$ cat config.mk
export PLATFORM = sky130hd
export DESIGN_NAME = iigs_mem_responder
export DESIGN_NICKNAME = d
export VERILOG_FILES = /design/src/rtl/iigs_bus_pkg.sv /design/src/rtl/iigs_shadow_decode.sv /design/src/rtl/iigs_mem_responder.sv
export SDC_FILE = /design/constraint.sdc
export NUM_CORES = 1
export LEC_CHECK = 0
export ABC_CLOCK_PERIOD_IN_PS = 2300
export CAP_MARGIN = 10
export CORE_AREA = 2 2 94 96
export DETAILED_ROUTE_END_ITERATION = 6
export DIE_AREA = 0 0 96 98
export HOLD_SLACK_MARGIN = 0.15
export PLACE_DENSITY = 0.78
export SLEW_MARGIN = 10
export SYNTH_ARGS = -nofsm -noshare
export SYNTH_HDL_FRONTEND = slang
export SYNTH_SLANG_ARGS = --single-unit
$ cat constraint.sdc
create_clock -name clk_sys -period 2.3 [get_ports clk_sys]
set_input_delay 0.345 -clock clk_sys [delete_from_list [all_inputs] [get_ports clk_sys]]
set_output_delay 0.345 -clock clk_sys [all_outputs]
set_load 0.01 [all_outputs]
$ cat src/rtl/iigs_bus_pkg.sv
// Shared types and constants for the iigs CPU-side memory responder.
package iigs_bus_pkg;

  typedef enum logic [2:0] {
    ST_IDLE,
    ST_ACC,
    ST_DATA,
    ST_SWAIT,
    ST_SACC,
    ST_SDATA,
    ST_RESP
  } state_e;

  typedef enum logic [2:0] {
    TGT_NONE,
    TGT_FAST,
    TGT_SLOW,
    TGT_ROM1,
    TGT_ROM2
  } target_e;

  localparam logic [7:0] BANK_00 = 8'h00;
  localparam logic [7:0] BANK_01 = 8'h01;
  localparam logic [7:0] BANK_E0 = 8'hE0;
  localparam logic [7:0] BANK_E1 = 8'hE1;
  localparam logic [7:0] BANK_FE = 8'hFE;
  localparam logic [7:0] BANK_FF = 8'hFF;

  localparam int unsigned SHD_TEXT1 = 0;
  localparam int unsigned SHD_HGR1  = 1;
  localparam int unsigned SHD_HGR2  = 2;
  localparam int unsigned SHD_SHR   = 3;
  localparam int unsigned SHD_TEXT2 = 5;

  localparam logic [15:0] TEXT1_LO = 16'h0400;
  localparam logic [15:0] TEXT1_HI = 16'h07FF;
  localparam logic [15:0] TEXT2_LO = 16'h0800;
  localparam logic [15:0] TEXT2_HI = 16'h0BFF;
  localparam logic [15:0] HGR1_LO  = 16'h2000;
  localparam logic [15:0] HGR1_HI  = 16'h3FFF;
  localparam logic [15:0] HGR2_LO  = 16'h4000;
  localparam logic [15:0] HGR2_HI  = 16'h5FFF;
  localparam logic [15:0] SHR_LO   = 16'h2000;
  localparam logic [15:0] SHR_HI   = 16'h9FFF;
  localparam logic [15:0] ROM2_LO  = 16'hC100;

  // Target priority: rom1 > rom2 > fast > slow > unmapped.
  function automatic target_e decode_target(input logic [7:0] bank, input logic [15:0] addr,
                                            input int unsigned ramsize);
    if (bank == BANK_FE) return TGT_ROM1;
    if (bank == BANK_FF || (bank == BANK_00 && addr >= ROM2_LO)) return TGT_ROM2;
    if (32'(bank) < ramsize) return TGT_FAST;
    if (bank == BANK_E0 || bank == BANK_E1) return TGT_SLOW;
    return TGT_NONE;
  endfunction

  // Memory-side address for each target.
  function automatic logic [22:0] target_addr(input target_e tgt, input logic [7:0] bank,
                                              input logic [15:0] addr);
    case (tgt)
      TGT_FAST: return {bank[6:0], addr};
      TGT_SLOW: return {6'b0, bank[0], addr};
      default:  return {7'b0, addr};
    endcase
  endfunction

endpackage

$ cat src/rtl/iigs_shadow_decode.sv
// Combinational shadow-write detector for bank 00/01 video regions.
module iigs_shadow_decode
  import iigs_bus_pkg::*;
(
  input  logic [7:0]  bank,
  input  logic [15:0] addr,
  input  logic        we,
  input  logic [7:0]  shadow,
  output logic        shadow_hit
);

  logic in_text1, in_text2, in_hgr1, in_hgr2, in_shr;
  logic unused_shadow_bits;

  assign in_text1 = (addr >= TEXT1_LO) && (addr <= TEXT1_HI);
  assign in_text2 = (addr >= TEXT2_LO) && (addr <= TEXT2_HI);
  assign in_hgr1  = (addr >= HGR1_LO)  && (addr <= HGR1_HI);
  assign in_hgr2  = (addr >= HGR2_LO)  && (addr <= HGR2_HI);
  assign in_shr   = (addr >= SHR_LO)   && (addr <= SHR_HI);

  assign unused_shadow_bits = &{1'b0, shadow[7:6], shadow[4]};

  // In bank 01 the super-hires window is governed by its own bit alone,
  // overriding the hgr bits that would otherwise overlap it.
  always_comb begin
    shadow_hit = 1'b0;
    if (we && (bank == BANK_00 || bank == BANK_01)) begin
      if (bank == BANK_01 && in_shr) begin
        shadow_hit = !shadow[SHD_SHR];
      end else begin
        shadow_hit = (in_text1 && !shadow[SHD_TEXT1]) ||
                     (in_text2 && !shadow[SHD_TEXT2]) ||
                     (in_hgr1  && !shadow[SHD_HGR1])  ||
                     (in_hgr2  && !shadow[SHD_HGR2]);
      end
    end
  end

endmodule

$ cat src/rtl/iigs_mem_responder.sv
// CPU-side bus responder: decodes requests, stretches slow-bank accesses
// to the 1 MHz slot and mirrors shadowed bank 00/01 writes into E0/E1.
module iigs_mem_responder
  import iigs_bus_pkg::*;
#(
  parameter int unsigned RAMSIZE  = 2,
  parameter int unsigned SLOW_DIV = 28
) (
  input  logic        clk_sys,
  input  logic        reset,
  input  logic        cpu_req,
  input  logic [7:0]  cpu_bank,
  input  logic [15:0] cpu_addr,
  input  logic [7:0]  cpu_wdata,
  input  logic        cpu_we,
  output logic        cpu_ready,
  output logic [7:0]  cpu_rdata,
  input  logic        fast_mode,
  input  logic [7:0]  shadow,
  output logic [22:0] mem_addr,
  output logic [7:0]  mem_wdata,
  output logic        mem_we,
  output logic        fast_ce,
  output logic        slow_ce,
  output logic        rom1_ce,
  output logic        rom2_ce,
  input  logic [7:0]  fast_q,
  input  logic [7:0]  slow_q,
  input  logic [7:0]  rom1_q,
  input  logic [7:0]  rom2_q,
  output logic        slot
);

  localparam int unsigned CNT_W = $clog2(SLOW_DIV);

  logic [CNT_W-1:0] slot_cnt;
  state_e           state;
  target_e          req_tgt;
  logic [7:0]       req_bank;
  logic [15:0]      req_addr;
  logic [7:0]       req_wdata;
  logic             req_we;
  logic             req_shadow;
  logic             acc_done;

  target_e          in_tgt;
  logic             sd_hit;
  logic             in_hit;
  target_e          acc_tgt;
  logic [7:0]       acc_bank;
  logic [15:0]      acc_addr;
  logic [7:0]       acc_wdata;
  logic             acc_we;
  logic             go_acc;
  logic             go_sacc;

  iigs_shadow_decode u_shadow (
    .bank       (cpu_bank),
    .addr       (cpu_addr),
    .we         (cpu_we),
    .shadow     (shadow),
    .shadow_hit (sd_hit)
  );

  assign in_tgt = decode_target(cpu_bank, cpu_addr, RAMSIZE);
  assign in_hit = sd_hit && (in_tgt == TGT_FAST);
  assign slot   = (slot_cnt == CNT_W'(SLOW_DIV - 1));

  // Free-running 1 MHz slot counter.
  always_ff @(posedge clk_sys) begin
    if (reset) slot_cnt <= '0;
    else if (slot) slot_cnt <= '0;
    else slot_cnt <= slot_cnt + 1'b1;
  end

  // Access source: live request fields straight out of IDLE, latched ones afterwards.
  always_comb begin
    if (state == ST_IDLE) begin
      acc_tgt   = in_tgt;
      acc_bank  = cpu_bank;
      acc_addr  = cpu_addr;
      acc_wdata = cpu_wdata;
      acc_we    = cpu_we;
    end else begin
      acc_tgt   = req_tgt;
      acc_bank  = req_bank;
      acc_addr  = req_addr;
      acc_wdata = req_wdata;
      acc_we    = req_we;
    end
  end

  // Cycles on which the FSM moves into ACC or SACC and drives the memory bus.
  always_comb begin
    go_acc  = 1'b0;
    go_sacc = 1'b0;
    if (state == ST_IDLE) begin
      go_acc = cpu_req && fast_mode && (in_tgt != TGT_NONE) && (in_tgt != TGT_SLOW);
    end else if (state == ST_SWAIT && slot) begin
      go_sacc = (req_tgt == TGT_SLOW) || acc_done;
      go_acc  = !go_sacc;
    end
  end

  // Request FSM with registered bus and CPU outputs.
  always_ff @(posedge clk_sys) begin
    if (reset) begin
      state      <= ST_IDLE;
      req_tgt    <= TGT_NONE;
      req_bank   <= '0;
      req_addr   <= '0;
      req_wdata  <= '0;
      req_we     <= 1'b0;
      req_shadow <= 1'b0;
      acc_done   <= 1'b0;
      cpu_ready  <= 1'b0;
      cpu_rdata  <= 8'hFF;
      mem_addr   <= '0;
      mem_wdata  <= '0;
      mem_we     <= 1'b0;
      fast_ce    <= 1'b0;
      slow_ce    <= 1'b0;
      rom1_ce    <= 1'b0;
      rom2_ce    <= 1'b0;
    end else begin
      fast_ce   <= 1'b0;
      slow_ce   <= 1'b0;
      rom1_ce   <= 1'b0;
      rom2_ce   <= 1'b0;
      mem_we    <= 1'b0;
      mem_addr  <= '0;
      mem_wdata <= '0;
      cpu_ready <= 1'b0;

      if (go_acc) begin
        fast_ce   <= (acc_tgt == TGT_FAST);
        rom1_ce   <= (acc_tgt == TGT_ROM1);
        rom2_ce   <= (acc_tgt == TGT_ROM2);
        mem_we    <= acc_we;
        mem_addr  <= target_addr(acc_tgt, acc_bank, acc_addr);
        mem_wdata <= acc_wdata;
      end
      if (go_sacc) begin
        slow_ce   <= 1'b1;
        mem_we    <= req_we;
        mem_addr  <= target_addr(TGT_SLOW, req_bank, req_addr);
        mem_wdata <= req_wdata;
      end

      case (state)
        ST_IDLE: begin
          if (cpu_req) begin
            req_tgt    <= in_tgt;
            req_bank   <= cpu_bank;
            req_addr   <= cpu_addr;
            req_wdata  <= cpu_wdata;
            req_we     <= cpu_we;
            req_shadow <= in_hit;
            acc_done   <= 1'b0;
            if (go_acc) state <= ST_ACC;
            else if (in_tgt == TGT_NONE) state <= ST_RESP;
            else state <= ST_SWAIT;
          end
        end
        ST_ACC: state <= ST_DATA;
        ST_DATA: begin
          if (!req_we) begin
            case (req_tgt)
              TGT_FAST: cpu_rdata <= fast_q;
              TGT_ROM1: cpu_rdata <= rom1_q;
              TGT_ROM2: cpu_rdata <= rom2_q;
              default:  ;
            endcase
          end
          acc_done <= 1'b1;
          if (req_shadow) begin
            state <= ST_SWAIT;
          end else begin
            state     <= ST_RESP;
            cpu_ready <= 1'b1;
          end
        end
        ST_SWAIT: begin
          if (go_sacc) state <= ST_SACC;
          else if (go_acc) state <= ST_ACC;
        end
        ST_SACC: state <= ST_SDATA;
        ST_SDATA: begin
          if (!req_we && req_tgt == TGT_SLOW) cpu_rdata <= slow_q;
          state     <= ST_RESP;
          cpu_ready <= 1'b1;
        end
        ST_RESP: begin
          // Data paths raise ready on entry; the unmapped path arrives with
          // ready low and spends one extra cycle here to raise it.
          if (cpu_ready) begin
            state <= ST_IDLE;
          end else begin
            cpu_ready <= 1'b1;
            cpu_rdata <= 8'hFF;
          end
        end
        default: state <= ST_IDLE;
      endcase
    end
  end

endmodule

==> summary.txt <==
RSZ-0062 raised after global routing: false
VDD IR-drop max: 508 uV
wire length of the first global-routing pass: 16.2 mm
number of buffers between clock root and the deepest sink: 2
post-synthesis sequential element count: 90
number of placed instances, taps included: 667
Post-synth ARST share: 0%
number of buffers inserted by post-CTS setup repair: 0
Power Dens Cells: 877 nW/um^2
fraction of layout instances using a drive strength above 1: 11.3%
Post-Syn Nets: 510
clock latency at the later pin of the worst-skew pair: 0.35 ns
most common library cell in the layout ignoring fill and taps: sky130_fd_sc_hd__clkdlybuf4s50_1
largest driver fanout on the critical path: 4
startpoint types: register
# diodes: 0
Final Skew: 0.0136 ns
Syn Area/Cell: 8.64 um^2
Yosys warning total: 0
number of rows created at floorplan: 34
Sinks on Clock Net: 90
largest area contributor in the synthesized netlist: sky130_fd_sc_hd__dfxtp_1
gate count after technology mapping: 432
critical path depth: 3
core region area: 8470 um^2
number of detailed-route iterations in the first pass: 4
leading register cell type out of synthesis: sky130_fd_sc_hd__dfxtp_1
clock buffer count from CTS: 9
GRT Total Usage: 21.4%
HP Class: reg2reg
Critical Path Slowest Stage Cell: sky130_fd_sc_hd__clkdlybuf4s50_1
number of buffer and inverter instances along the worst setup path: 1
initial core utilization: 44.1%
Register-to-Register Path Depth: 5
utilization after layout: 64.1%
1st-iter DRT viols: 151
cells taking the most area after synthesis: sky130_fd_sc_hd__dfxtp_1 (48%), sky130_fd_sc_hd__nand2_1 (7.5%), sky130_fd_sc_hd__a21oi_1 (6.8%)
overall routed net length: 10.0 mm
endpoints failing setup: 0
pin slew with the least headroom to its limit: 0.873 ns
slew margin rel.: 41.7%
via density per instance: 5.37
count of placed standard cells in the final layout, fillers left out: 683
number of enable flip-flop cells after synthesis: 0
Tcrit/Tclk final: 93.5%
Final Hold Fails: 0
horizontal die dimension: 96 um
series of cell instances along the critical path: ha_1, and4b_1, clkdlybuf4s50_1
arrival time reported for the critical path endpoint: 1.81 ns
crit-path max cell delay: 0.56 ns
total congestion overflow after global routing: 0
register-to-register path setup slack: 0.33 ns
Crit Path Category: reg2out
destination of the worst register-to-register timing path: mem_addr[8]
fraction of the yosys area taken by sequential cells: 48.3%
DR DRC count: 0
CTS tree: built
Final min period: 2.15 ns
HPWL reported at the end of detailed placement: 7.31 mm
initial antenna violation count: 0
Leakage: 0.00203 uW
area overhead of the layout relative to synthesis: 45.5%
last element of the critical path: slot
data required time of the critical path: 1.96 ns
number of buffer cells added on primary ports: 119
count of vias placed by the detailed router: 3,667
weighted congestion reported at the end of routability-driven placement: 0.941
post-layout net count: 648
origin of the worst setup path: slot_cnt[0]
number of routed nets with antenna violations: 0
total die area: 9410 um^2
maximum clock rate: 0.465 GHz
buffer type at the clock tree root: sky130_fd_sc_hd__clkbuf_8
CTS H-tree lvls: 3
vias in the first global route: 3,546
Routed wire per std cell: 14.6 um
count of maximum capacitance violations: 0
post-synthesis cell type count: 54
mapped cell area: 3730 um^2
run status: completed
proportion of netlist area held by the largest area contributor: 48.3%
ports placed on the boundary: 123
Die Y-Extent: 98 um
leading cell types in the layout, fill and taps excluded: sky130_fd_sc_hd__clkdlybuf4s50_1 (118), sky130_fd_sc_hd__dfxtp_1 (90), sky130_fd_sc_hd__nand2_1 (75), sky130_fd_sc_hd__a21oi_1 (51), sky130_fd_sc_hd__buf_4 (37)
fin. max-slew vios: 0
startpoint of the lowest-slack register-to-register path: state[2]
clock-pin slew on the worst setup and hold paths: 0.10 ns
family of cells with the greatest summed delay on the critical path: buffers and inverters
Worst Hold Slack: 0.451 ns
endpoint type of the worst setup path: primary output
maximum number of pins on one net before global-route repair: 55
total design power: 4760 uW
routing by layer:
layer / track usage [%] / part of all wire, % / routed length [um]
met1: 27.1 / 43 / 4340
met2: 35.4 / 49 / 4870
met3: 4.40 / 5.3 / 528
met4: 8.57 / 2.6 / 263
met5: 0 / 0 / 0
per-stage QoR:
step / area [um^2] / setup TNS [ns] / setup WS, ns
6_report: 5430 / 0 / 0.149
3_5_place_dp: 5210 / -13.96 / -0.517
5_1_grt: 5430 / 0 / 0.0673
3_3_place_gp: 5210 / -12.43 / -0.455
4_1_cts: 5420 / 0 / 0.146
2_1_floorplan: 3730 / 0 / 0.465
how the worst min path moves through the flow:
| stage | cells after the start | startpoint | end |
|---|---|---|---|
| floorplan | 1 | slot_cnt[0] | slot_cnt[0] |
| global placement | 1 | slot_cnt[0] | slot_cnt[0] |
| detailed placement | 1 | slot_cnt[0] | slot_cnt[0] |
| CTS | 1 | slot_cnt[0] | slot_cnt[0] |
| global route | 2 | req_wdata[6] | req_wdata[6] |
| finish | 1 | slot_cnt[0] | slot_cnt[0] |
sequential cells by signal (all words and copies together), names as in the netlist, 3 cells and up:
signal and flops:
req_addr 16, req_tgt 3, mem_addr 23, mem_wdata 8
req_bank 7, cpu_rdata 8, state 3, slot_cnt 5
req_wdata 8
worst register-to-register path: cells and delay by family, from the launching register on:
kind	cells	cell delay [ns]
AO/OA/AOI/OAI	2	0.41
flip-flops	1	0.33
AND/OR/NAND/NOR	3	1.16
cell usage after synthesis, types with 3 or more instances:
library cell and count:
sky130_fd_sc_hd__buf_1 3, sky130_fd_sc_hd__nor2_1 23, sky130_fd_sc_hd__nor3b_1 6, sky130_fd_sc_hd__a22o_1 25
sky130_fd_sc_hd__a21oi_1 51, sky130_fd_sc_hd__inv_1 3, sky130_fd_sc_hd__a22oi_1 8, sky130_fd_sc_hd__o21ai_0 20
sky130_fd_sc_hd__and3b_1 3, sky130_fd_sc_hd__dfxtp_1 90, sky130_fd_sc_hd__nand3_1 20, sky130_fd_sc_hd__or3_1 3
sky130_fd_sc_hd__nand2_1 75, sky130_fd_sc_hd__mux2i_1 6, sky130_fd_sc_hd__a211oi_1 5, sky130_fd_sc_hd__o21ai_1 3
sky130_fd_sc_hd__nor3_1 14, sky130_fd_sc_hd__buf_2 7, sky130_fd_sc_hd__clkbuf_1 17, sky130_fd_sc_hd__nand3b_1 5
sky130_fd_sc_hd__o31ai_1 3
layout make-up:
class	instances	area, um^2
clock buffers	9	124
clock inverters	7	81.3
fillers	706	3040
inverters	3	11.3
multi-input cells	310	1810
flip-flops and latches	90	1800
well taps	108	135
repair buffers	156	1460
cell families (layout without fill, tap and decap cells):
kind of cell             Yosys count  in the layout  share of synthesized area [%]
adder cells (fa/ha/maj)            1              1                          0.335
AND/OR/NAND/NOR                  165            165                           21.5
XOR/XNOR                           4              4                          0.939
buffers and inverters             32            175                           3.65
flip-flops                        90             90                           48.3
AO/OA/AOI/OAI                    133            133                           23.4
multiplexers                       7              7                           1.91
repair_timing:
action,in CTS,in global routing
setup endpoints to repair,25,6
hold buffers,0,0
resized for setup,1,1
power by group:
group,leakage (uW),switching [uW],internal (uW),total (uW)
combinational,0.00119,951,783,1730
sequential,0.000732,135,1790,1920
clock,0.000107,582,524,1110
total,0.00203,1670,3090,4760
No activity file was read; power rests on OpenSTA's default activity.
